[config.mk]
export PLATFORM = sky130hd
export DESIGN_NAME = hazard_ctrl_flat
export DESIGN_NICKNAME = d
export VERILOG_FILES = /design/src/rtl/pipeline_pkg.sv /design/src/rtl/hazard_ctrl_if.sv /design/src/rtl/forward_unit.sv /design/src/rtl/hazard_ctrl.sv /design/src/flat_wrapper.sv
export SDC_FILE = /design/constraint.sdc
export NUM_CORES = 1
export LEC_CHECK = 0
export CAP_MARGIN = 20
export CELL_PAD_IN_SITES_DETAIL_PLACEMENT = 2
export CELL_PAD_IN_SITES_GLOBAL_PLACEMENT = 2
export CORE_ASPECT_RATIO = 0.8
export CORE_UTILIZATION = 29
export DETAILED_ROUTE_END_ITERATION = 8
export GPL_TIMING_DRIVEN = 1
export PLACE_DENSITY = 0.94
export SYNTH_ARGS = -nofsm -noshare
export SYNTH_HDL_FRONTEND = slang
export SYNTH_SLANG_ARGS = --single-unit
[constraint.sdc]
create_clock -name clk -period 3.1 [get_ports clk]
set_input_delay 0.62 -clock clk [delete_from_list [all_inputs] [get_ports clk]]
set_output_delay 0.62 -clock clk [all_outputs]
set_load 0.01 [all_outputs]
[src/rtl/pipeline_pkg.sv]
`default_nettype none
// ============================================================================
//  Module      : pipeline_pkg
//  Description : Shared types and constants for the pipeline hazard logic:
//                controller state encoding, forwarding select codes, the
//                load result-select code and the forwarding match helper.
//  Revision    : 1.0  initial release
// ============================================================================
package pipeline_pkg;

    typedef enum logic [1:0] {
        INIT     = 2'd0,
        RUN      = 2'd1,
        MEM_WAIT = 2'd2
    } hazard_state_t;

    localparam logic [1:0] FWD_RF          = 2'b00;
    localparam logic [1:0] FWD_WB          = 2'b01;
    localparam logic [1:0] FWD_MEM         = 2'b10;
    localparam logic [1:0] RESULT_SRC_LOAD = 2'b01;

    // Forward select for one EX operand. MEM is younger than WB, so it wins;
    // x0 is hard-wired zero and is never forwarded.
    function automatic logic [1:0] fwd_sel(
        input logic [4:0] rs,
        input logic       we_m,
        input logic [4:0] rd_m,
        input logic       we_w,
        input logic [4:0] rd_w
    );
        if (we_m && (rd_m != 5'd0) && (rd_m == rs)) begin
            return FWD_MEM;
        end
        if (we_w && (rd_w != 5'd0) && (rd_w == rs)) begin
            return FWD_WB;
        end
        return FWD_RF;
    endfunction

endpackage
`default_nettype wire

[src/rtl/hazard_ctrl_if.sv]
`default_nettype none
// ============================================================================
//  Module      : hazard_ctrl_if
//  Description : Bundle between the pipeline datapath (master) and the hazard
//                controller (slave).
//                Pipeline -> controller : register IDs of D/E/M/W stages,
//                  ResultSrcE, PCSrcE, RegWriteM/W, MemReqM, dmem_ready.
//                Controller -> pipeline : StallF..StallW, FlushD/FlushE,
//                  ForwardAE/BE, mem_timeout, stall_cycles.
//  Revision    : 1.0  initial release
// ============================================================================
interface hazard_ctrl_if #(
    parameter int CNT_WIDTH = 32
);
    logic [4:0]           Rs1D, Rs2D;
    logic [4:0]           Rs1E, Rs2E, RdE;
    logic [1:0]           ResultSrcE;
    logic                 PCSrcE;
    logic [4:0]           RdM, RdW;
    logic                 RegWriteM, RegWriteW;
    logic                 MemReqM;
    logic                 dmem_ready;
    logic                 StallF, StallD, StallE, StallM, StallW;
    logic                 FlushD, FlushE;
    logic [1:0]           ForwardAE, ForwardBE;
    logic                 mem_timeout;
    logic [CNT_WIDTH-1:0] stall_cycles;

    modport master (
        output Rs1D, Rs2D, Rs1E, Rs2E, RdE, ResultSrcE, PCSrcE,
        output RdM, RdW, RegWriteM, RegWriteW, MemReqM, dmem_ready,
        input  StallF, StallD, StallE, StallM, StallW, FlushD, FlushE,
        input  ForwardAE, ForwardBE, mem_timeout, stall_cycles
    );

    modport slave (
        input  Rs1D, Rs2D, Rs1E, Rs2E, RdE, ResultSrcE, PCSrcE,
        input  RdM, RdW, RegWriteM, RegWriteW, MemReqM, dmem_ready,
        output StallF, StallD, StallE, StallM, StallW, FlushD, FlushE,
        output ForwardAE, ForwardBE, mem_timeout, stall_cycles
    );
endinterface
`default_nettype wire

[src/rtl/forward_unit.sv]
`default_nettype none
// ============================================================================
//  Module      : forward_unit
//  Description : Combinational EX-stage operand forwarding selects.
//                i_rs1e/i_rs2e : EX source registers
//                i_rdm/i_regwrite_m, i_rdw/i_regwrite_w : MEM/WB writers
//                o_fwd_a/o_fwd_b : 00 regfile, 10 from MEM, 01 from WB
//  Revision    : 1.0  initial release
// ============================================================================
module forward_unit
    import pipeline_pkg::*;
(
    input  wire logic [4:0] i_rs1e,
    input  wire logic [4:0] i_rs2e,
    input  wire logic [4:0] i_rdm,
    input  wire logic       i_regwrite_m,
    input  wire logic [4:0] i_rdw,
    input  wire logic       i_regwrite_w,
    output logic      [1:0] o_fwd_a,
    output logic      [1:0] o_fwd_b
);
    assign o_fwd_a = fwd_sel(i_rs1e, i_regwrite_m, i_rdm, i_regwrite_w, i_rdw);
    assign o_fwd_b = fwd_sel(i_rs2e, i_regwrite_m, i_rdm, i_regwrite_w, i_rdw);
endmodule
`default_nettype wire

[src/rtl/hazard_ctrl.sv]
`default_nettype none
// ============================================================================
//  Module      : hazard_ctrl
//  Description : Pipeline hazard and sequencing controller. Generates stalls,
//                flushes and forwarding selects; sequences the post-reset
//                flush (INIT) and data-memory wait states (MEM_WAIT).
//                clk, reset : clock, synchronous active-high reset
//                bus        : hazard_ctrl_if slave (all pipeline signals)
//  Revision    : 1.0  initial release
// ============================================================================
module hazard_ctrl
    import pipeline_pkg::*;
#(
    parameter int INIT_FLUSH_CYCLES = 2,
    parameter int MEM_TIMEOUT       = 64,
    parameter int CNT_WIDTH         = 32
) (
    input  wire logic   clk,
    input  wire logic   reset,
    hazard_ctrl_if.slave bus
);
    localparam int INIT_W = (INIT_FLUSH_CYCLES > 1) ? $clog2(INIT_FLUSH_CYCLES) : 1;
    localparam int TMO_W  = $clog2(MEM_TIMEOUT + 1);
    localparam logic [INIT_W-1:0] c_init_last = INIT_W'(INIT_FLUSH_CYCLES - 1);
    localparam logic [TMO_W-1:0]  c_tmo_max   = TMO_W'(MEM_TIMEOUT);

    hazard_state_t        r_state, w_next;
    logic [INIT_W-1:0]    r_init_cnt;
    logic [TMO_W-1:0]     r_tmo_cnt;
    logic [TMO_W-1:0]     w_tmo_next;
    logic                 r_mem_timeout;
    logic [CNT_WIDTH-1:0] r_stall_cnt;

    logic w_load_use;
    logic w_rule_flush_d, w_rule_flush_e, w_rule_stall_fd;
    logic w_stall_fd, w_stall_emw, w_flush_d, w_flush_e;
    logic w_tmo_load, w_tmo_inc;
    logic [1:0] w_fwd_a, w_fwd_b;

    assign w_load_use = (bus.ResultSrcE == RESULT_SRC_LOAD) && (bus.RdE != 5'd0) &&
                        ((bus.RdE == bus.Rs1D) || (bus.RdE == bus.Rs2D));

    // Branch/load-use rules shared by RUN and the MEM_WAIT release cycle.
    // A taken branch squashes the dependent instruction, so no stall is needed.
    assign w_rule_flush_d  = bus.PCSrcE;
    assign w_rule_flush_e  = bus.PCSrcE | w_load_use;
    assign w_rule_stall_fd = !bus.PCSrcE && w_load_use;

    always_ff @(posedge clk) begin
        if (reset) begin
            r_state <= INIT;
        end else begin
            r_state <= w_next;
        end
    end

    always_comb begin
        w_next      = r_state;
        w_stall_fd  = 1'b0;
        w_stall_emw = 1'b0;
        w_flush_d   = 1'b0;
        w_flush_e   = 1'b0;
        w_tmo_load  = 1'b0;
        w_tmo_inc   = 1'b0;
        case (r_state)
            INIT: begin
                w_flush_d = 1'b1;
                w_flush_e = 1'b1;
                if (r_init_cnt == c_init_last) begin
                    w_next = RUN;
                end
            end
            RUN: begin
                if (bus.MemReqM && !bus.dmem_ready) begin
                    w_stall_fd  = 1'b1;
                    w_stall_emw = 1'b1;
                    w_tmo_load  = 1'b1;
                    w_next      = MEM_WAIT;
                end else begin
                    w_stall_fd = w_rule_stall_fd;
                    w_flush_d  = w_rule_flush_d;
                    w_flush_e  = w_rule_flush_e;
                end
            end
            MEM_WAIT: begin
                // Release on completion or on timeout; either way the
                // pipeline advances this cycle, so the normal rules apply.
                if (bus.dmem_ready || (r_tmo_cnt == c_tmo_max)) begin
                    w_stall_fd = w_rule_stall_fd;
                    w_flush_d  = w_rule_flush_d;
                    w_flush_e  = w_rule_flush_e;
                    w_next     = RUN;
                end else begin
                    w_stall_fd  = 1'b1;
                    w_stall_emw = 1'b1;
                    w_tmo_inc   = 1'b1;
                end
            end
            default: begin
                w_next = INIT;
            end
        endcase
    end

    assign w_tmo_next = w_tmo_load ? TMO_W'(1) : (r_tmo_cnt + TMO_W'(1));

    always_ff @(posedge clk) begin
        if (reset) begin
            r_init_cnt    <= '0;
            r_tmo_cnt     <= '0;
            r_mem_timeout <= 1'b0;
            r_stall_cnt   <= '0;
        end else begin
            if ((r_state == INIT) && (r_init_cnt != c_init_last)) begin
                r_init_cnt <= r_init_cnt + INIT_W'(1);
            end
            if (w_tmo_load || w_tmo_inc) begin
                r_tmo_cnt <= w_tmo_next;
                // Flag goes up as the counter reaches the limit, so it is
                // already visible in the cycle the stalls release.
                if (w_tmo_next == c_tmo_max) begin
                    r_mem_timeout <= 1'b1;
                end
            end
            if (w_stall_fd && (r_stall_cnt != '1)) begin
                r_stall_cnt <= r_stall_cnt + CNT_WIDTH'(1);
            end
        end
    end

    forward_unit u_forward_unit (
        .i_rs1e       (bus.Rs1E),
        .i_rs2e       (bus.Rs2E),
        .i_rdm        (bus.RdM),
        .i_regwrite_m (bus.RegWriteM),
        .i_rdw        (bus.RdW),
        .i_regwrite_w (bus.RegWriteW),
        .o_fwd_a      (w_fwd_a),
        .o_fwd_b      (w_fwd_b)
    );

    assign bus.StallF       = w_stall_fd;
    assign bus.StallD       = w_stall_fd;
    assign bus.StallE       = w_stall_emw;
    assign bus.StallM       = w_stall_emw;
    assign bus.StallW       = w_stall_emw;
    assign bus.FlushD       = w_flush_d;
    assign bus.FlushE       = w_flush_e;
    assign bus.ForwardAE    = (r_state == INIT) ? FWD_RF : w_fwd_a;
    assign bus.ForwardBE    = (r_state == INIT) ? FWD_RF : w_fwd_b;
    assign bus.mem_timeout  = r_mem_timeout;
    assign bus.stall_cycles = r_stall_cnt;

endmodule
`default_nettype wire

[src/flat_wrapper.sv]
// flat-port wrapper written by rule: the top's interface ports become plain ports
module hazard_ctrl_flat import pipeline_pkg::*;
#(
    parameter int INIT_FLUSH_CYCLES = 2,
    parameter int MEM_TIMEOUT       = 64,
    parameter int CNT_WIDTH         = 32
)
  (clk, reset, bus_Rs1D, bus_Rs2D, bus_Rs1E, bus_Rs2E, bus_RdE, bus_ResultSrcE, bus_PCSrcE, bus_RdM, bus_RdW, bus_RegWriteM, bus_RegWriteW, bus_MemReqM, bus_dmem_ready, bus_StallF, bus_StallD, bus_StallE, bus_StallM, bus_StallW, bus_FlushD, bus_FlushE, bus_ForwardAE, bus_ForwardBE, bus_mem_timeout, bus_stall_cycles);
  hazard_ctrl_if #(.CNT_WIDTH(CNT_WIDTH)) bus_i ();
  input  wire logic clk;
  input  wire logic reset;
  input wire logic [$bits(bus_i.Rs1D)-1:0] bus_Rs1D;
  input wire logic [$bits(bus_i.Rs2D)-1:0] bus_Rs2D;
  input wire logic [$bits(bus_i.Rs1E)-1:0] bus_Rs1E;
  input wire logic [$bits(bus_i.Rs2E)-1:0] bus_Rs2E;
  input wire logic [$bits(bus_i.RdE)-1:0] bus_RdE;
  input wire logic [$bits(bus_i.ResultSrcE)-1:0] bus_ResultSrcE;
  input wire logic [$bits(bus_i.PCSrcE)-1:0] bus_PCSrcE;
  input wire logic [$bits(bus_i.RdM)-1:0] bus_RdM;
  input wire logic [$bits(bus_i.RdW)-1:0] bus_RdW;
  input wire logic [$bits(bus_i.RegWriteM)-1:0] bus_RegWriteM;
  input wire logic [$bits(bus_i.RegWriteW)-1:0] bus_RegWriteW;
  input wire logic [$bits(bus_i.MemReqM)-1:0] bus_MemReqM;
  input wire logic [$bits(bus_i.dmem_ready)-1:0] bus_dmem_ready;
  output wire logic [$bits(bus_i.StallF)-1:0] bus_StallF;
  output wire logic [$bits(bus_i.StallD)-1:0] bus_StallD;
  output wire logic [$bits(bus_i.StallE)-1:0] bus_StallE;
  output wire logic [$bits(bus_i.StallM)-1:0] bus_StallM;
  output wire logic [$bits(bus_i.StallW)-1:0] bus_StallW;
  output wire logic [$bits(bus_i.FlushD)-1:0] bus_FlushD;
  output wire logic [$bits(bus_i.FlushE)-1:0] bus_FlushE;
  output wire logic [$bits(bus_i.ForwardAE)-1:0] bus_ForwardAE;
  output wire logic [$bits(bus_i.ForwardBE)-1:0] bus_ForwardBE;
  output wire logic [$bits(bus_i.mem_timeout)-1:0] bus_mem_timeout;
  output wire logic [$bits(bus_i.stall_cycles)-1:0] bus_stall_cycles;
  assign bus_i.Rs1D = bus_Rs1D;
  assign bus_i.Rs2D = bus_Rs2D;
  assign bus_i.Rs1E = bus_Rs1E;
  assign bus_i.Rs2E = bus_Rs2E;
  assign bus_i.RdE = bus_RdE;
  assign bus_i.ResultSrcE = bus_ResultSrcE;
  assign bus_i.PCSrcE = bus_PCSrcE;
  assign bus_i.RdM = bus_RdM;
  assign bus_i.RdW = bus_RdW;
  assign bus_i.RegWriteM = bus_RegWriteM;
  assign bus_i.RegWriteW = bus_RegWriteW;
  assign bus_i.MemReqM = bus_MemReqM;
  assign bus_i.dmem_ready = bus_dmem_ready;
  assign bus_StallF = bus_i.StallF;
  assign bus_StallD = bus_i.StallD;
  assign bus_StallE = bus_i.StallE;
  assign bus_StallM = bus_i.StallM;
  assign bus_StallW = bus_i.StallW;
  assign bus_FlushD = bus_i.FlushD;
  assign bus_FlushE = bus_i.FlushE;
  assign bus_ForwardAE = bus_i.ForwardAE;
  assign bus_ForwardBE = bus_i.ForwardBE;
  assign bus_mem_timeout = bus_i.mem_timeout;
  assign bus_stall_cycles = bus_i.stall_cycles;
  hazard_ctrl #(.INIT_FLUSH_CYCLES(INIT_FLUSH_CYCLES), .MEM_TIMEOUT(MEM_TIMEOUT), .CNT_WIDTH(CNT_WIDTH)) u_core (.clk(clk), .reset(reset), .bus(bus_i));
endmodule
# After elaboration in Yosys (flattened, before gate mapping)
# Index checks and enable logic that the tools add are counted.
[op_classes]
n_addsub = 3
n_eq_ne = 15
muxes = 35
bitwise = 2
n_reduce_logical = 23
[ops]
columns = ["cell", "n"]
rows = [
  ["32-bit by 1-bit adder with 32-bit output (second input constant)", 1],
  ["32-bit inequality test (second input constant)", 1],
  ["5-bit equality test", 6],
  ["2-bit two-way mux", 13],
  ["1-bit two-way mux", 16],
  ["5-bit nonzero test", 3],
  ["7-bit equality test (second input constant)", 2],
  ["1-bit logical AND", 12],
  ["7-bit by 1-bit adder with 7-bit output (second input constant)", 1],
  ["7-bit two-way mux", 1],
  ["2-bit by 1-bit inequality test with 1-bit output (second input constant)", 3],
  ["1-bit one-hot mux with 3 select lines", 2],
  ["2-bit one-hot mux with 3 select lines", 1],
  ["2-bit by 1-bit equality test with 1-bit output (second input constant)", 2],
  ["1-bit one-hot mux with 2 select lines", 2],
  ["1-bit logical OR", 3],
  ["3-bit AND reduction", 1],
  ["2-bit equality test (second input constant)", 1],
  ["1-bit logical NOT", 2],
  ["2-bit logical NOT", 1],
  ["2-bit AND reduction", 1],
  ["1-bit adder (second input constant)", 1],
  ["1-bit inverter", 1],
  ["1-bit OR", 1],
]
[totals]
regBits = 43
in_bits = 44
elab_cells = 83

# Logic depth before layout (Yosys ltp)
# Gate-level depths: netlist (run 1).
[logic_depth]
word_depth = 8
mapped_depth = 11
ltp_nobuf = 9

# Hierarchy
# From an unflattened synthesis (run 1), not the netlist that was laid out.
[unflattened]
cells_unflattened = 355
hier_area_um2 = 2800.2
[modules_own_cells]
columns = ["module", "instances", "cells_each", "area_each_um2"]
rows = [
  ["hazard_ctrl", 1, 321, 2529.9],
  ["forward_unit", 1, 34, 270.3],
]

# Least setup slack after synthesis (run 1)
# OpenSTA, ideal clock, no wires.
[synth_timing]
path_type = "input -> output"
start = "input bus_RdM[0]"
end = "output bus_ForwardAE[0]"
arrival_time_ns = 1.983
required_ns = 2.480
slack_ns = 0.497
stages = 4
n_path_buf = 0
path_cell_list = "or4_1 -> o21ai_0 -> nor3_1 -> nor4_1"
[synth_between]
elab_chain_len = 6
[synth_rtl]
columns = ["item", "line", "rtl"]
rows = [
  ["from (decl)", "flat_wrapper.sv:19", "input wire logic [$bits(bus_i.RdM)-1:0] bus_RdM;"],
  ["5-bit nonzero test", "pipeline_pkg.sv:31", "if (we_m && (rd_m != 5'd0) && (rd_m == rs)) begin"],
  ["1-bit logical AND", "pipeline_pkg.sv:31", ""],
  ["1-bit logical AND *", "pipeline_pkg.sv:31", ""],
  ["1-bit two-way mux *", "pipeline_pkg.sv:31", ""],
  ["2-bit two-way mux *", "pipeline_pkg.sv:34", "if (we_w && (rd_w != 5'd0) && (rd_w == rs)) begin"],
  ["2-bit two-way mux *", "hazard_ctrl.sv:149", "assign bus.ForwardAE = (r_state == INIT) ? FWD_RF : w_fwd_a;"],
  ["to (decl)", "flat_wrapper.sv:32", "output wire logic [$bits(bus_i.ForwardAE)-1:0] bus_ForwardAE;"],
]
# Every way passes the cells marked *; elsewhere a longest branch is shown, timed or not.

# Worst setup path in the final report (run 1)
[layout_timing]
start = "input bus_MemReqM"
end = "output bus_FlushD"
[layout_between]
elab_chain_len = 3
[layout_rtl]
columns = ["item", "line", "rtl"]
rows = [
  ["from (decl)", "flat_wrapper.sv:23", "input wire logic [$bits(bus_i.MemReqM)-1:0] bus_MemReqM;"],
  ["1-bit logical AND", "hazard_ctrl.sv:74", "if (bus.MemReqM && !bus.dmem_ready) begin"],
  ["1-bit two-way mux", "hazard_ctrl.sv:74", ""],
  ["1-bit one-hot mux with 3 select lines", "hazard_ctrl.sv:65", "case (r_state)"],
  ["to (decl)", "flat_wrapper.sv:30", "output wire logic [$bits(bus_i.FlushD)-1:0] bus_FlushD;"],
]
# Every way passes these cells.

==> parameters.txt, run 1 <==
Parameter                              Value

Status
  Outcome ... complete, but fails checks
  Violated checks ... negative setup slack

CTS
  Clock insertion delay at the later pin of the skew report ... roughly 0.29 ns
  Clock slew seen by the registers of the worst setup and hold paths ... 0.06 ns
  Clock tree from TritonCTS ... yes
  Clock tree root driver cell ... clkbuf_16
  H-tree depth ... 2
  CTS Sinks ... 43
  Number of buffers created by CTS ... 5
  Worst-case clock buffer depth ... 2

Floorplanning
  Width of the die ... 113 microns
  CORE AREA ... just under 10000 sq um
  # IOs ... about 90
  Total number of placement rows ... 32
  Floorplan die area ... 10300 sq um
  Starting density of the core ... 29.8%
  Chip height ... ~91 microns

Critical path
  Origin of the critical flop-to-flop path ... u_core.bus.stall_cycles[0]$_SDFFE_PP0P_
  Critical path launch point ... bus_MemReqM
  Critical Setup Path Class ... in -> out
  Worst flop-to-flop path endpoint ... u_core.bus.stall_cycles[4]$_SDFFE_PP0P_
  Sequence of cells on the critical path ... clkdlybuf4s50_1 -> inv_1 -> o21ai_1 -> o21ai_1 -> a21oi_1 -> nor2_1 -> clkdlybuf4s50_1
  Count of cells along the worst register-to-register path ... 9
  Critical Path Sink ... bus_FlushD
  Worst-path maximum fanout ... 4
  Crit-path slowest cell ... clkdlybuf4s50_1
  CP endpoint kind ... primary output
  Crit path launch type ... primary input
  CP arrival ... approximately 2.5 ns
  Setup slack of the most critical reg-to-reg path ... 0.33 ns
  Delay of the slowest cell on the worst path ... 0.54 ns
  Data required time of the worst path ... 2.48 ns

Timing
  Worst hold slack across all endpoints ... ~0.48 ns
  Relative slew slack ... 37.4%
  Final worst setup slack ... -0.0513 ns
  Worst setup skew after layout ... 0.00621 ns
  Crit path time final ... 3.15 ns
  Fraction of the cycle the final worst path needs ... 102%
  Setup-violating endpoint count in the final report ... 1
  Max Clock Freq ... 0.317 GHz
  Fin. max-slew vios ... 0
  Slew @ Worst Pin ... 0.936 ns
  Count of endpoints failing hold in the final timing report ... 0

Final layout
  Count of inserted antenna diode cells ... 0
  Synthesis-to-layout area growth ... 47.6%
  Highest-count cells in the layout ignoring fill and taps ... clkdlybuf4s50_1, dfxtp_1, a21oi_1
  Commonest non-fill, non-tap cell in the layout ... clkdlybuf4s50_1
  Layout net count ... 513
  Layout cells sized above 1 ... 13.8%
  Design area ... between 4000 and 5000 sq um
  Post-Route Utilization ... 43.9%

Power
  Leakage dissipation ... 1.49 nW
  Cell area power density ... 390 nW/um^2
  VDD IR-drop max ... 0.000222 V

Routing
  Wire length per cell ... 21.0 microns
  Antenna Nets Post-Route ... 0
  Detailed router's first-iteration violation count ... 157
  Uppermost metal layer occupied by signal nets ... met4
  Met3 wire length ... 403 microns
  Final wirelength ... 12600 microns
  Via count normalized by instance count ... 5.53
  First-pass iteration count of the detailed router ... 4
  Wire length on met2 ... 6230 microns
  DRC violation count after routing ... 0
  WL met1 ... 5710 microns
  Total number of vias ... 3310

Hold path
  Path category of the worst min-delay check ... reg -> reg

Synthesis
  Sequential fraction of the synthesis area ... 30.0%
  Synth async-reset ratio ... 0%
  Post-synth top flop ... dfxtp_1
  Number of register bits inferred by synthesis ... 43
  Synth area leader ... dfxtp_1
  Area of the mapped netlist ... 2870 sq um
  Yosys warning count ... 0
  Cell count after synthesis ... 357
  Number of enable-type register cells in the synthesized netlist ... 0
  Synth top area cells ... dfxtp_1, or4_1, xor2_1, a21oi_1, o31ai_1
  Mapped Avg Cell Area ... 8.04 sq um
  Netlist cell types ... 47
  Net count of the mapped netlist ... ~410
  Top-area cell type share of the netlist area ... 30.0%

Global route
  Number of global-route vias before repair ... 3478
  Congestion Overflow GR ... 0
  Antenna violations before repair ... 0
  Maximum number of pins on one net before global-route repair ... between 50 and 60
  Total routing resource utilization after global routing ... between 20% and 30%
  First-pass GRT wire length ... 18700 microns

Place
  Gpl congestion ... 0.881
  Detailed Place HPWL ... 8730 microns
  Placed inst area ... 3990 sq um
  Count of input and output buffers ... 87

Run
  Max-cap violation count ... 0
-- cells by family (layout without fill, tap and decap cells) --
| logic type | after synthesis | after routing | share of synthesized area, % |
|---|---|---|---|
| XOR/XNOR | 38 | 38 | 11.6 |
| adder cells (fa/ha/maj) | 7 | 7 | 3.05 |
| AO/OA/AOI/OAI | 78 | 78 | 16.7 |
| multiplexers | 5 | 5 | 1.92 |
| flip-flops | 43 | 43 | 30.0 |
| AND/OR/NAND/NOR | 151 | 151 | 30.7 |
| buffers and inverters | 35 | 141 | 6.06 |
-- cells in the mapped netlist (2+ instances only) --
master    instances
dfxtp_1          43
a21oi_1          36
or4_1            29
o31ai_1          24
xor2_1           23
nor2_1           22
nand3_1          21
nand2_1          17
xnor2_1          15
and3_1           12
nand4_1          12
buf_2             9
clkbuf_1          9
inv_1             9
o21ai_0           8
ha_1              7
nor3_1            7
nor2b_1           6
and2_1            4
buf_4             4
nor4_1            4
nand2b_1          3
or3_1             3
a31oi_1           2
and4_1            2
buf_6             2
mux2_1            2
mux2_2            2
o21ai_1           2
-- worst max-delay path, delay by kind of cell --
kind / cells / cell delay [ns]
and+or+nand+nor: 1 / 0.07
AOI/OAI and AO/OA: 3 / 0.69
buffers and inverters: 3 / 1.14
-- stage by stage --
stage          worst slack, ns  total power (W)  setup TNS, ns  cells
6_report               -0.0513          0.00165        -0.0513    599
5_1_grt                 -0.102          0.00172         -0.150    599
4_1_cts                 -0.169          0.00162         -0.241    593
3_5_place_dp            -0.554          0.00109          -2.46    583
3_3_place_gp            -0.300          0.00105          -1.21    583
2_1_floorplan            0.497         0.000845              0    357
-- how the worst min path moves through the flow --
stage	from	to	depth (start not counted)	slack, ns
after floorplan	u_core.r_init_cnt$_SDFFE_PP0P_	u_core.r_init_cnt$_SDFFE_PP0P_	2	0.43
after global placement	u_core.r_init_cnt$_SDFFE_PP0P_	u_core.r_init_cnt$_SDFFE_PP0P_	2	0.44
after detailed placement	u_core.bus.mem_timeout$_SDFFE_PP0P_	u_core.bus.mem_timeout$_SDFFE_PP0P_	2	0.47
after CTS	u_core.bus.mem_timeout$_SDFFE_PP0P_	u_core.bus.mem_timeout$_SDFFE_PP0P_	2	0.49
after global routing	u_core.bus.stall_cycles[21]$_SDFFE_PP0P_	u_core.bus.stall_cycles[21]$_SDFFE_PP0P_	2	0.54
final	u_core.bus.mem_timeout$_SDFFE_PP0P_	u_core.bus.mem_timeout$_SDFFE_PP0P_	2	0.48
-- metal layers --
metal / track usage, % / up-vias
met2: 38.8 / 72
li1: - / 1537
met1: 30.7 / 1682
met3: 3.00 / 19
met5: 0 / -
met4: 4.17 / 0
-- flip-flops by register name, indices dropped and copies added (netlist names) --
register	cells
u_core.bus.stall_cycles	32
u_core.r_tmo_cnt	7
u_core.r_state	2
u_core.bus.mem_timeout	1
u_core.r_init_cnt	1
-- timing repair --
item / in CTS / in global routing
pin swaps: 1 / 7
gates resized for setup: 15 / 17
setup endpoints to repair: 8 / 6
setup buffers: 2 / 6
hold buffers: 0 / 0
-- power by group --
part	switching (W)	internal, W
Sequential	0.0000192	0.000571
Combinational	0.000295	0.000241
Clock	0.000230	0.000298
Total	0.000544	0.00111
-- final cells by class --
| type | count | area (sq um) |
|---|---|---|
| Sequential cell | 43 | 861 |
| Inverter | 10 | 37.5 |
| Clock inverter | 2 | 12.5 |
| Clock buffer | 6 | 129 |
| Timing Repair Buffer | 123 | 1140 |
| Tap cell | 136 | 170 |
| Multi-Input combinational cell | 279 | 1890 |
| Fill cell | 1052 | 5410 |
No activity file was read; power rests on OpenSTA's default activity.
==> run 2: changes to the inputs <==
--- a/config.mk
+++ b/config.mk
@@ -13,6 +13,7 @@
 export DETAILED_ROUTE_END_ITERATION = 8
 export GPL_TIMING_DRIVEN = 1
 export PLACE_DENSITY = 0.94
+export REMOVE_ABC_BUFFERS = 1
 export SYNTH_ARGS = -nofsm -noshare
 export SYNTH_HDL_FRONTEND = slang
 export SYNTH_SLANG_ARGS = --single-unit
==> run 2 against run 1 <==
The flow now finishes without violations. Critical path type unchanged. Critical path depth is 1 lower. First-iteration DRC count is 4.5% higher. Power is 8.8% higher. Largest cell class unchanged. Register-to-register slack better by 0.05 ns. Sequential share of layout area is 0.17 points higher.
==> parameters.txt, run 2 (same netlist as run 1, synthesis figures left out) <==
Parameter                              Value

Status
  Outcome ... finished, final reports clean (was complete, but fails checks)

CTS
  Clock insertion delay at the later pin of the skew report ... 0.29 ns (about the same)
  Clock tree from TritonCTS ... yes (unchanged)
  # hold bufs at CTS ... 0 (unchanged)
  CTS Sinks ... 43 (unchanged)
  Clock slew seen by the registers of the worst setup and hold paths ... 0.07 ns (was 0.06 ns)
  Clock tree root driver cell ... clkbuf_16 (unchanged)
  Worst-case clock buffer depth ... 2 (unchanged)
  Number of buffers created by CTS ... 5 (unchanged)
  H-tree depth ... 2 (unchanged)

Global route
  First-pass GRT wire length ... 19500 microns (was 18700 microns)
  Total routing resource utilization after global routing ... 24.5% (was 22.7%)
  Maximum number of pins on one net before global-route repair ... 56 (unchanged)
  Number of global-route vias before repair ... 3487 (was 3478)
  Congestion Overflow GR ... 0 (unchanged)
  Antenna violations before repair ... 0 (unchanged)

Power
  Clock power share ... 38.9% (was 31.9%)
  Internal power consumption ... 0.00125 W (was 0.00111 W)
  Cell area power density ... 428 nW/um^2 (was 390 nW/um^2)
  Comb power frac ... 28.2% (was 32.4%)
  Proportion of total power due to net switching ... 30.4% (was 32.9%)
  Leakage dissipation ... 1.47 nW (was 1.49 nW)
  Part of the total power dissipated in sequential elements ... 33.0% (was 35.7%)
  Net Switching ... 0.000546 W (was 0.000544 W)
  VDD IR-drop max ... 0.000203 V (was 0.000222 V)

Final layout
  Count of inserted antenna diode cells ... 0 (unchanged)
  Max FFs per register ... 32 (unchanged)
  Synthesis-to-layout area growth ... 46.4% (was 47.6%)
  Layout net count ... 502 (was 513)
  Highest-count cells in the layout ignoring fill and taps ... clkdlybuf4s50_1, dfxtp_1, a21oi_1 (unchanged)
  Layout cells sized above 1 ... 11.3% (was 13.8%)
  Final cell count without fillers ... 588 (was 599)
  Commonest non-fill, non-tap cell in the layout ... clkdlybuf4s50_1 (unchanged)

Routing
  Antenna Nets Post-Route ... 0 (unchanged)
  Total number of vias ... 3147 (was 3310)
  First-pass iteration count of the detailed router ... 4 (unchanged)
  Via count normalized by instance count ... 5.35 (was 5.53)
  DRC violation count after routing ... 0 (unchanged)
  Final wirelength ... 12400 microns (was 12600 microns)
  Detailed router's first-iteration violation count ... 164 (was 157)
  Wire length per cell ... 21.0 microns (about the same)

Timing
  Setup-violating endpoint count in the final report ... 0 (was 1)
  Crit path time final ... 3.02 ns (was 3.15 ns)
  Worst hold slack across all endpoints ... 0.475 ns (was 0.483 ns)
  Max Clock Freq ... 0.332 GHz (was 0.317 GHz)
  Setup repair after global routing missed its margin ... no
  Slew @ Worst Pin ... 0.535 ns (was 0.936 ns)
  Fin. max-slew vios ... 0 (unchanged)
  Relative slew slack ... 64.3% (was 37.4%)
  Fraction of the cycle the final worst path needs ... 97.3% (was 102%)
  Worst setup skew after layout ... 0.00963 ns (was 0.00621 ns)
  Count of endpoints failing hold in the final timing report ... 0 (unchanged)

Critical path
  Data required time of the worst path ... 2.48 ns (about the same)
  Crit-path slowest cell ... or4_1 (was clkdlybuf4s50_1)
  Top cell by count, worst path ... or4_1
  CP arrival ... 2.40 ns (was 2.53 ns)
  Largest delay contributor family on the critical path ... simple AND/OR/NAND/NOR gates (was buffers and inverters)
  CP endpoint kind ... primary output (unchanged)
  Critical Setup Path Class ... in -> out (unchanged)
  Sequence of cells on the critical path ... clkdlybuf4s50_1 -> or4_1 -> o21ai_0 -> or4_1 -> nor4_1 -> clkbuf_2 (was clkdlybuf4s50_1 -> inv_1 -> o21ai_1 -> o21ai_1 -> a21oi_1 -> nor2_1 -> clkdlybuf4s50_1)
  Delay of the slowest cell on the worst path ... 0.55 ns (was 0.54 ns)
  Worst-path maximum fanout ... 2 (was 4)
  Crit path buf inv count ... 2 (was 3)
  Crit path launch type ... primary input (unchanged)

Floorplanning
  CORE AREA ... 9650 sq um (unchanged)
  # IOs ... 88 (unchanged)
  Floorplan die area ... 10300 sq um (unchanged)
  Starting density of the core ... 29.8% (unchanged)
  Chip height ... 91 microns (unchanged)
  Width of the die ... 113 microns (unchanged)
  Total number of placement rows ... 32 (unchanged)

Hold path
  Path category of the worst min-delay check ... reg -> reg (unchanged)

Place
  Count of input and output buffers ... 87 (unchanged)
  Detailed Place HPWL ... 9370 microns (was 8730 microns)
  Number of cells in the design after placement ... 577 (was 583)
  Gpl congestion ... 0.837 (was 0.881)

Run
  Max-cap violation count ... 0 (unchanged)
run 2: stage by stage:
stage	util, %	worst slack [ns]	setup TNS (ns)	cell area [sq um]	power [W]
6_report	43.6	0.0837	0	4200	0.00180
5_1_grt	43.6	0.00356	0	4200	0.00186
4_1_cts	43.2	-0.113	-0.113	4170	0.00180
3_5_place_dp	41.0	-0.603	-2.90	3960	0.00111
3_3_place_gp	41.0	-0.323	-1.17	3960	0.00105
2_1_floorplan	-	-0.112	-0.269	2740	0.000819
run 2: layout make-up:
class / count / area, sq um
clock buffers: 5 / 125
clock inverters: 3 / 67.6
fillers: 1088 / 5450
inverters: 10 / 37.5
multi-input cells: 279 / 1880
flip-flops and latches: 43 / 861
well taps: 136 / 170
repair buffers: 112 / 1060
run 2: tightest hold or removal path: stages (launching register included):
cell and delay [ns]:
dfxtp_1 0.32, nor2_1 0.04, nor2_1 0.07
run 2: final timing paths:
path | startpoint | end | slack [ns] | cells after the start
min | u_core.r_init_cnt$_SDFFE_PP0P_ | u_core.r_init_cnt$_SDFFE_PP0P_ | 0.48 | 2
max | bus_RdW[2] | bus_ForwardBE[0] | 0.08 | 6
min reg2reg | u_core.r_init_cnt$_SDFFE_PP0P_ | u_core.r_init_cnt$_SDFFE_PP0P_ | 0.48 | 2
max reg2reg | u_core.bus.stall_cycles[0]$_SDFFE_PP0P_ | u_core.bus.stall_cycles[5]$_SDFFE_PP0P_ | 0.38 | 8
run 2: metal layers:
metal  GRT usage [%]  vias to the layer above  share of wire [%]
li1                -                     1506                  -
met1            29.4                     1571                 43
met2            45.3                       51                 53
met3            3.60                       19                2.2
met4            6.69                        0                2.0
met5               0                        -                  0
run 2: timing repair:
action                     4_1_cts  5_1_grt
gates cloned                     0        0
setup endpoints to repair        8        4
gates resized for setup         19       11
buffers inserted                 2        1
pin swaps                        2        2
run 2: power groups by stage:
stage | Clock [W] | Sequential (W) | Combinational [W]
6_report | 0.000699 | 0.000594 | 0.000507
5_1_grt | 0.000733 | 0.000593 | 0.000538
4_1_cts | 0.000708 | 0.000593 | 0.000501
3_5_place_dp | 0 | 0.000607 | 0.000508
3_3_place_gp | 0 | 0.000599 | 0.000453
2_1_floorplan | 0 | 0.000597 | 0.000222
==> run 3: changes to the inputs <==
--- a/config.mk
+++ b/config.mk
@@ -5,15 +5,15 @@
 export SDC_FILE = /design/constraint.sdc
 export NUM_CORES = 1
 export LEC_CHECK = 0
-export CAP_MARGIN = 20
 export CELL_PAD_IN_SITES_DETAIL_PLACEMENT = 2
 export CELL_PAD_IN_SITES_GLOBAL_PLACEMENT = 2
 export CORE_ASPECT_RATIO = 0.8
-export CORE_UTILIZATION = 29
+export CORE_UTILIZATION = 28
 export DETAILED_ROUTE_END_ITERATION = 8
 export GPL_TIMING_DRIVEN = 1
-export PLACE_DENSITY = 0.94
+export PLACE_DENSITY = 0.92
 export REMOVE_ABC_BUFFERS = 1
 export SYNTH_ARGS = -nofsm -noshare
 export SYNTH_HDL_FRONTEND = slang
+export SYNTH_HIERARCHICAL = 1
 export SYNTH_SLANG_ARGS = --single-unit
==> run 3 against run 2 <==
The run now ends with negative setup slack left. Fmax fell by 2.8%. Non-clock buffer count unchanged. Critical path depth grew 2. Cell area decreased by 0.98%. Critical path type unchanged. Largest cell class unchanged. Largest power group unchanged.
==> parameters.txt, run 3 <==
Parameter                              Value

Status
  Outcome ... complete, but fails checks (was finished, final reports clean)
  Violated checks ... negative setup slack

Final layout
  Synthesis-to-layout area growth ... 48.6% (was 46.4%)
  Post-Route Utilization ... 42.9% (was 43.6%)
  Max FFs per register ... 32 (unchanged)
  Number of fill cells ... 1089 (was 1088)
  Highest-count cells in the layout ignoring fill and taps ... clkdlybuf4s50_1, dfxtp_1, a21oi_1 (unchanged)
  Layout net count ... 506 (was 502)
  Count of inserted antenna diode cells ... 0 (unchanged)
  Commonest non-fill, non-tap cell in the layout ... clkdlybuf4s50_1 (unchanged)
  Layout cells sized above 1 ... 13.8% (was 11.3%)

Global route
  Maximum number of pins on one net before global-route repair ... 62 (was 56)
  Antenna violations before repair ... 0 (unchanged)
  Global routing met1 resource utilization ... 31.7% (was 29.4%)
  GR met3 Demand/Resource ... 4.87% (was 3.60%)
  First-pass GRT wire length ... 21100 microns (was 19500 microns)
  Number of global-route vias before repair ... 3697 (was 3487)
  Met2 usage in global routing ... 47.6% (was 45.3%)
  Total routing resource utilization after global routing ... 26.4% (was 24.5%)
  Most used routing layer ... met2 (unchanged)
  Congestion Overflow GR ... 0 (unchanged)

Synthesis
  Synth area leader ... dfxtp_1 (unchanged)
  Synth top area cells ... dfxtp_1, a21oi_1, xor2_1, xnor2_1, or3_1 (was dfxtp_1, or4_1, xor2_1, a21oi_1, o31ai_1)
  Post-synth top flop ... dfxtp_1 (unchanged)
  Mapped Avg Cell Area ... 7.89 sq um (was 8.04 sq um)
  Area of the mapped netlist ... 2800 sq um (was 2870 sq um)
  Top-area cell type share of the netlist area ... 30.7% (was 30.0%)
  Cell count after synthesis ... 355 (was 357)
  Number of register bits inferred by synthesis ... 43 (unchanged)
  Synth async-reset ratio ... 0% (unchanged)
  Sequential fraction of the synthesis area ... 30.7% (was 30.0%)
  Yosys warning count ... 6 (was 0)
  Most frequently used cell type in the post-synthesis netlist ... dfxtp_1 (unchanged)
  Top cells by count, synth ... dfxtp_1, a21oi_1, o21ai_0 (was dfxtp_1, a21oi_1, or4_1)
  Number of enable-type register cells in the synthesized netlist ... 0 (unchanged)
  Netlist cell types ... 45 (was 47)

Critical path
  Critical Setup Path Class ... in -> out (unchanged)
  Sequence of cells on the critical path ... clkdlybuf4s50_1 -> or4_4 -> o21ai_4 -> buf_4 -> nor4_2 -> nor4_2 -> nor2b_2 -> buf_2 (was clkdlybuf4s50_1 -> or4_1 -> o21ai_0 -> or4_1 -> nor4_1 -> clkbuf_2)
  Crit-path slowest cell ... or4_4 (was or4_1)
  Top cell by count, worst path ... nor4_2 (was or4_1)
  Delay of the slowest cell on the worst path ... 0.56 ns (was 0.55 ns)
  Worst-path maximum fanout ... 2 (unchanged)
  CP arrival ... 2.48 ns (was 2.40 ns)
  CP endpoint kind ... primary output (unchanged)
  Data required time of the worst path ... 2.48 ns (about the same)
  Crit path launch type ... primary input (unchanged)

Routing
  DRC violation count after routing ... 0 (unchanged)
  Via count normalized by instance count ... 5.59 (was 5.35)
  Detailed router's first-iteration violation count ... 103 (was 164)
  First-pass iteration count of the detailed router ... 4 (unchanged)
  Antenna Nets Post-Route ... 0 (unchanged)
  Wire length per cell ... 22.9 microns (was 21.0 microns)
  Final wirelength ... 13600 microns (was 12400 microns)
  Total number of vias ... 3310 (was 3147)

Timing
  Slew @ Worst Pin ... 0.581 ns (was 0.535 ns)
  Setup-violating endpoint count in the final report ... 1 (was 0)
  Setup repair after global routing missed its margin ... yes (was no)
  Crit path time final ... 3.10 ns (was 3.02 ns)
  Relative slew slack ... 61.2% (was 64.3%)
  Final worst setup slack ... -0.00369 ns (was 0.0837 ns)
  Max Clock Freq ... 0.322 GHz (was 0.332 GHz)
  Worst setup skew after layout ... 0.00907 ns (was 0.00963 ns)
  Fin. max-slew vios ... 0 (unchanged)
  Fraction of the cycle the final worst path needs ... 100% (was 97.3%)
  Count of endpoints failing hold in the final timing report ... 0 (unchanged)

CTS
  Clock insertion delay at the later pin of the skew report ... 0.30 ns (was 0.29 ns)
  CTS Sinks ... 43 (unchanged)
  Worst-case clock buffer depth ... 2 (unchanged)
  # hold bufs at CTS ... 0 (unchanged)
  Clock slew seen by the registers of the worst setup and hold paths ... 0.07 ns (about the same)
  H-tree depth ... 2 (unchanged)
  Clock tree root driver cell ... clkbuf_16 (unchanged)
  Clock tree from TritonCTS ... yes (unchanged)
  Number of buffers created by CTS ... 5 (unchanged)

Power
  VDD IR-drop max ... 0.000200 V (was 0.000203 V)
  Cell area power density ... 411 nW/um^2 (was 428 nW/um^2)
  Leakage dissipation ... 1.45 nW (was 1.47 nW)
  Total power after layout ... 0.00171 W (was 0.00180 W)

Hold path
  Path category of the worst min-delay check ... reg -> reg (unchanged)

Floorplanning
  Chip height ... 91.4 microns (was 91 microns)
  Floorplan die area ... 10400 sq um (was 10300 sq um)
  CORE AREA ... 9690 sq um (was 9650 sq um)
  # IOs ... 88 (unchanged)
  Starting density of the core ... 28.9% (was 29.8%)
  Width of the die ... 114 microns (was 113 microns)
  Total number of placement rows ... 32 (unchanged)

Place
  Gpl congestion ... 0.751 (was 0.837)
  Detailed Place HPWL ... 9030 microns (was 9370 microns)
  Minimum setup slack after placement ... -0.356 ns (was -0.603 ns)
  Count of input and output buffers ... 87 (unchanged)

Run
  Max-cap violation count ... 0 (unchanged)
## run 3: cell families (layout without fill, tap and decap cells)
group	after synthesis	after routing	share of synthesized area, %
AOI/OAI and AO/OA	79	79	16.5
xor gates and xnor gates	37	37	11.6
adders and majority gates	7	7	3.13
buffers and inverters	31	132	5.14
DFF	43	43	30.7
muxes	3	3	1.16
and+or+nand+nor	155	155	31.7
## run 3: worst max-delay path: cells and delay by family
kind,cells,cell delay (ns)
simple gates,4,0.97
buf+inv,3,0.72
compound gates,1,0.17
## run 3: layer usage
| layer | wire (microns) | share of wire (%) |
|---|---|---|
| met3 | 596 | 4.4 |
| met2 | 6850 | 51 |
| met5 | 0 | 0 |
| met4 | 308 | 2.3 |
| met1 | 5800 | 43 |
## run 3: path summary, 6_finish.rpt
kind         depth (start not counted)                                        to  slack [ns]                           startpoint
min reg2reg                          2       u_core/bus.mem_timeout$_SDFFE_PP0P_        0.51  u_core/bus.mem_timeout$_SDFFE_PP0P_
min                                  2       u_core/bus.mem_timeout$_SDFFE_PP0P_        0.51  u_core/bus.mem_timeout$_SDFFE_PP0P_
max reg2reg                          7  u_core/bus.stall_cycles[20]$_SDFFE_PP0P_        0.41     u_core/r_tmo_cnt[3]$_SDFFE_PP0N_
max                                  8                          bus_ForwardBE[0]      -0.004                           bus_RdM[1]
## run 3: where the power goes
group | internal [W] | switching, W
sequential | 0.000569 | 0.0000223
combinational | 0.000194 | 0.000268
clock | 0.000406 | 0.000253
total | 0.00117 | 0.000543
## run 3: repair_timing
item / in CTS / in global routing
gates resized for setup: 25 / 17
pin swaps: 2 / 6
endpoints found under the setup margin: 9 / 7
buffers inserted: 0 / 1
## run 3: layout make-up
cell class              count  area, sq um  area share (%)
clock buffers               6          139            3.34
clock inverters             2         38.8           0.932
inverters                  12         45.0            1.08
multi-input cells         281         1870            44.9
flip-flops and latches     43          862            20.7
well taps                 136          170            4.09
repair buffers            112         1040            25.0
## run 3: through the flow
step | area (sq um) | setup TNS [ns] | hold slack [ns] | instances
4_1_cts | 4110 | 0 | 0.531 | 591
6_report | 4160 | -0.00369 | 0.514 | 592
3_5_place_dp | 3920 | -4.23 | 0.509 | 583
3_3_place_gp | 3920 | -1.91 | 0.460 | 583
2_1_floorplan | 2700 | 0 | 0.425 | 336
5_1_grt | 4160 | -0.0222 | 0.554 | 592
